File: src/rtl/qam_word_feeder_pkg.sv
// Shared constants and types for the QAM modulator front end.
package qam_word_feeder_pkg;

    localparam int unsigned QAM_WORD_W      = 32;
    localparam int unsigned QAM_BYTE_W      = 8;
    localparam int unsigned QAM_BYTES_PER_W = QAM_WORD_W / QAM_BYTE_W;
    localparam int unsigned QAM_BCNT_W      = $clog2(QAM_BYTES_PER_W);

    // Modulation mode encodings used by the modulator top.
    typedef enum logic [1:0] {
        QAM_MODE_2  = 2'd0,
        QAM_MODE_4  = 2'd1,
        QAM_MODE_16 = 2'd2
    } qam_mode_e;

    localparam int unsigned QAM_BPS_2  = 1;
    localparam int unsigned QAM_BPS_4  = 2;
    localparam int unsigned QAM_BPS_16 = 4;

    // Bits carried per symbol for a given mode.
    function automatic logic [2:0] qam_bits_per_symbol(input qam_mode_e mode);
        case (mode)
            QAM_MODE_2:  return 3'(QAM_BPS_2);
            QAM_MODE_4:  return 3'(QAM_BPS_4);
            QAM_MODE_16: return 3'(QAM_BPS_16);
            default:     return 3'(QAM_BPS_2);
        endcase
    endfunction

endpackage

File: src/rtl/qam_word_fifo.sv
// DEPTH x 32-bit word FIFO with registered storage and a combinational head read.
module qam_word_fifo
    import qam_word_feeder_pkg::*;
#(
    parameter int unsigned DEPTH = 4,
    parameter int unsigned CNT_W = 3
) (
    input  logic                  clk,
    input  logic                  rst,
    input  logic                  push,
    input  logic [QAM_WORD_W-1:0] push_data,
    input  logic                  pop,
    output logic [QAM_WORD_W-1:0] head,
    output logic [CNT_W-1:0]      count
);

    localparam int unsigned PTR_W = $clog2(DEPTH);

    logic [QAM_WORD_W-1:0] mem [DEPTH];
    logic [PTR_W-1:0]      wr_ptr;
    logic [PTR_W-1:0]      rd_ptr;

    // Word storage; contents are only visible through head when count is nonzero.
    always_ff @(posedge clk) begin
        if (push) begin
            mem[wr_ptr] <= push_data;
        end
    end

    // Pointers and occupancy; the caller never pushes when full or pops when empty.
    always_ff @(posedge clk) begin
        if (rst) begin
            wr_ptr <= '0;
            rd_ptr <= '0;
            count  <= '0;
        end else begin
            if (push) begin
                wr_ptr <= wr_ptr + PTR_W'(1);
            end
            if (pop) begin
                rd_ptr <= rd_ptr + PTR_W'(1);
            end
            case ({push, pop})
                2'b10:   count <= count + CNT_W'(1);
                2'b01:   count <= count - CNT_W'(1);
                default: count <= count;
            endcase
        end
    end

    // Head word, forced to zero while empty.
    always_comb begin
        head = '0;
        if (count != '0) begin
            head = mem[rd_ptr];
        end
    end

endmodule

File: src/rtl/qam_word_feeder.sv
// Packs a byte stream LSB-first into 32-bit words and buffers them for the modulator.
module qam_word_feeder
    import qam_word_feeder_pkg::*;
#(
    parameter int unsigned DEPTH = 4,
    parameter int unsigned CNT_W = 3
) (
    input  logic                  clk,
    input  logic                  rst,
    input  logic [QAM_BYTE_W-1:0] s_data,
    input  logic                  s_valid,
    input  logic                  s_last,
    output logic                  s_ready,
    input  logic                  mod_ready,
    output logic [QAM_WORD_W-1:0] word_out,
    output logic                  word_valid,
    output logic [CNT_W-1:0]      fifo_count,
    output logic                  underrun
);

    logic [QAM_BCNT_W-1:0] byte_cnt;
    logic [QAM_WORD_W-1:0] pack;
    logic [QAM_WORD_W-1:0] pack_c;
    logic                  accept_c;
    logic                  push_c;
    logic                  pop_c;

    // Handshake and FIFO control, all derived from registered state and inputs.
    always_comb begin
        s_ready    = (fifo_count != CNT_W'(DEPTH));
        word_valid = (fifo_count != '0);
        accept_c   = s_valid && s_ready;
        push_c     = accept_c && ((byte_cnt == QAM_BCNT_W'(QAM_BYTES_PER_W - 1)) || s_last);
        pop_c      = mod_ready && word_valid;
    end

    // Merge the incoming byte into its lane; lanes above byte_cnt are still zero.
    always_comb begin
        pack_c = pack;
        pack_c[{byte_cnt, 3'b000} +: QAM_BYTE_W] = s_data;
    end

    // Byte packer state and sticky underrun flag.
    always_ff @(posedge clk) begin
        if (rst) begin
            byte_cnt <= '0;
            pack     <= '0;
            underrun <= 1'b0;
        end else begin
            if (accept_c) begin
                if (push_c) begin
                    byte_cnt <= '0;
                    pack     <= '0;
                end else begin
                    byte_cnt <= byte_cnt + QAM_BCNT_W'(1);
                    pack     <= pack_c;
                end
            end
            if (mod_ready && !word_valid) begin
                underrun <= 1'b1;
            end
        end
    end

    qam_word_fifo #(
        .DEPTH (DEPTH),
        .CNT_W (CNT_W)
    ) u_fifo (
        .clk       (clk),
        .rst       (rst),
        .push      (push_c),
        .push_data (pack_c),
        .pop       (pop_c),
        .head      (word_out),
        .count     (fifo_count)
    );

endmodule
File: config.mk
export PLATFORM = sky130hd
export DESIGN_NAME = qam_word_feeder
export DESIGN_NICKNAME = d
export VERILOG_FILES = /design/src/rtl/qam_word_feeder_pkg.sv /design/src/rtl/qam_word_fifo.sv /design/src/rtl/qam_word_feeder.sv
export SDC_FILE = /design/constraint.sdc
export NUM_CORES = 1
export LEC_CHECK = 0
export CAP_MARGIN = 20
export CORE_ASPECT_RATIO = 1.2
export CORE_UTILIZATION = 39
export DETAILED_ROUTE_END_ITERATION = 7
export PLACE_DENSITY_LB_ADDON = 0.12
export SETUP_SLACK_MARGIN = 0.2
export SLEW_MARGIN = 20
export SYNTH_ARGS = -nofsm -noshare
export SYNTH_HDL_FRONTEND = slang
export SYNTH_SLANG_ARGS = --single-unit
File: constraint.sdc
create_clock -name clk -period 3.1 [get_ports clk]
set_input_delay 0.775 -clock clk [delete_from_list [all_inputs] [get_ports clk]]
set_output_delay 0.775 -clock clk [all_outputs]
set_load 0.01 [all_outputs]
==> impl_results.md <==
- Area Overhead vs Synth: 21.57%
- PD cells: 755.8 nW/µm²
- Drt drc: 3
- Hold Slack: 0.4384 ns
- Worst-path fanout max: 11
- Die Span Y: 150.4 µm
- # IOs: 51
- 1st-iter DRT viols: 328
- Leak: 3.196 nW
- Clock Tree Root: clkbuf_16
- Core Area: 17,770 µm²
- Mapped Cells: 488
- Max Fclk: 342.8 MHz
- Yosys warnings: 0
- Crit end category: output pin
- CTS Sinks: 172
- Vias: 4,131
- HP Class: flip-flop to flip-flop
- Most common cell after layout, fill and taps aside: edfxtp_1
- VDD IR max: 0.5567 mV
- CTS tree: built
- CP Class: flip-flop to output pin
- Final critical-path required period: 2.917 ns
- Register area share after synthesis: 66.01%
- Nets: 577
- Max-Cap Viols: 0
- Final setup viols: 0
- Hold-fix buffers at CTS: 0
- Vias per cell: 5.256
- Cell area after synthesis: 7157 µm²
- Die ar.: 18,900 µm²
- Routed Antenna Nets: 0
- Final GP Congestion: 0.6872
- Initial antenna violation count: 0
- Clk buf depth: 2
- Final Max Tran Viols: 0
- Worst path arrival time: 2.14 ns
- First drt pass iteration count: 6
- Worst endpoint required time: 2.32 ns
- Yosys reg bits: 172
- Worst Tran Pin Value: 0.6675 ns
- Setup TNS: 0 ns
- N_diodes: 0
- Final period utilization: 94.11%
- Syn Nets: 512
- Slew HR: 55.03%
- Clk_lat worst skew: 0.42 ns
- RSZ-0062 raised after global routing: true
- Total GRT Usage: 16.72%
- Share of cells above drive strength 1: 16.61%
- Pin count of the biggest net entering global routing: 44
- Std cell rows: 53
- Final WL: 14,800 µm
- Distinct cells, synth: 38
- H-tree depth: 4
- Status: finished with violations
- Violations in the final reports: design-rule violations
- Routed wire per std cell: 18.83 µm
- Die X: 125.7 µm
- Avg Inst Size Synth: 14.67 µm²
- CTS buffer count: 17
- Grt ovf: 0
- Clk pin slew, worst setup/hold paths: 0.06 ns
- Fin. Hold Viols: 0
- Starting density of the core: 40.27%
- Most frequent cells in the layout: edfxtp_1, inv_1, nor2b_1
- First-pass GRT wire length: 23,300 µm
- Port buffer count: 50
- Total Power: 6.576 mW
- Final core occ: 48.96%
- Clock Skew: 0.01231 ns
- HPWL after detailed placement: 8623 µm
- CP Launch Type: flip-flop
- Number of global-route vias before repair: 4,242
==> cells by family (layout without fill, tap and decap cells) <==
kind of cell	after synthesis	count (layout)	share of synthesized area, %
DFF	172	172	66.01
and+or+nand+nor	104	104	8.794
buffers and inverters	91	169	5.489
AOI/OAI and AO/OA	74	74	7.116
muxes	32	32	10.07
adders and majority gates	11	11	2.028
xor gates and xnor gates	4	4	0.4895
==> worst paths after layout <==
kind,start,end,slack [ns],cells after the start
worst max-delay path,flip-flop,word_out[1],0.18,4
worst max register to register,byte_cnt[0],u_fifo.count[2],0.69,10
worst min-delay path,pack[25],pack[25],0.44,2
worst min register to register,pack[25],pack[25],0.44,2
==> through the flow <==
stage | setup slack, ns | cells | cell area, µm²
final | 0.1826 | 786 | 8701
after global routing | 0.09024 | 786 | 8701
after CTS | 0.1116 | 780 | 8630
after detailed placement | 0.1311 | 746 | 7988
after global placement | 0.2184 | 746 | 7988
after floorplan | 0.5629 | 488 | 7157
==> sequential cells by signal, indices dropped and copies added, names as in the netlist, named ones only <==
signal	count
byte_cnt	2
pack	32
u_fifo.count	3
u_fifo.mem	128
u_fifo.rd_ptr	2
u_fifo.wr_ptr	2
underrun	1
==> final cells by class <==
| type | instances | area [µm²] |
|---|---|---|
| Fill cell | 1535 | 9071 |
| Sequential cell | 172 | 4728 |
| Multi-Input combinational cell | 225 | 2046 |
| Timing Repair Buffer | 73 | 810.8 |
| Clock buffer | 19 | 432.9 |
| Tap cell | 220 | 275.3 |
| Inverter | 64 | 240.2 |
| Clock inverter | 13 | 167.7 |
==> where the power goes <==
group | switching, mW | total, mW | leakage, nW | internal, mW
clock network | 0.877 | 2.16 | 0.294 | 1.28
logic | 0.818 | 1.77 | 1.37 | 0.950
registers | 0.0768 | 2.65 | 1.53 | 2.57
total | 1.77 | 6.58 | 3.20 | 4.80
==> critical path, cell delays in order, from the launching register on <==
cell	delay (ns)
dfxtp_4	0.39
buf_8	0.18
mux4_2	0.52
nor2b_1	0.16
clkdlybuf4s50_1	0.48
==> layer usage <==
layer / wire (µm) / up-vias / track usage, %
met1: 6603 / 2081 / 20.90
met2: 7370 / 91 / 28.14
met4: 346 / 0 / 7.073
met3: 483 / 24 / 3.625
li1: - / 1935 / -
met5: 0 / - / 0
==> cell usage after synthesis, drive strengths merged <==
| cell | instances | share of area [%] |
|---|---|---|
| nor2 | 11 | 0.61 |
| o311ai | 1 | 0.12 |
| ha | 10 | 1.7 |
| nand2b | 2 | 0.17 |
| and3b | 1 | 0.12 |
| nor3b | 3 | 0.61 |
| a31oi | 21 | 1.8 |
| fa | 1 | 0.28 |
| nor3 | 10 | 0.77 |
| inv | 64 | 3.4 |
| nor4bb | 1 | 0.14 |
| a31o | 2 | 0.24 |
| buf | 12 | 1.3 |
| nand3 | 4 | 0.28 |
| o21ai | 14 | 0.98 |
| o31ai | 1 | 0.10 |
| dfxtp | 44 | 12 |
| or3 | 1 | 0.087 |
| mux4 | 32 | 10 |
| and2b | 2 | 0.21 |
| o32ai | 22 | 2.7 |
| o21a | 1 | 0.10 |
| nor2b | 56 | 4.9 |
| a41oi | 1 | 0.12 |
| a41o | 2 | 0.28 |
| xor2 | 4 | 0.49 |
| a21oi | 9 | 0.63 |
| nand2 | 7 | 0.37 |
| and3 | 4 | 0.35 |
| clkbuf | 15 | 0.79 |
| nand4 | 2 | 0.17 |
| edfxtp | 128 | 54 |
==> timing repair <==
item                       in CTS  in global routing
setup endpoints to repair      32                 23
gates resized for setup        13                 10
gates cloned                    1                  0
buffers inserted                1                  6
(Power assumes the default switching activity.)
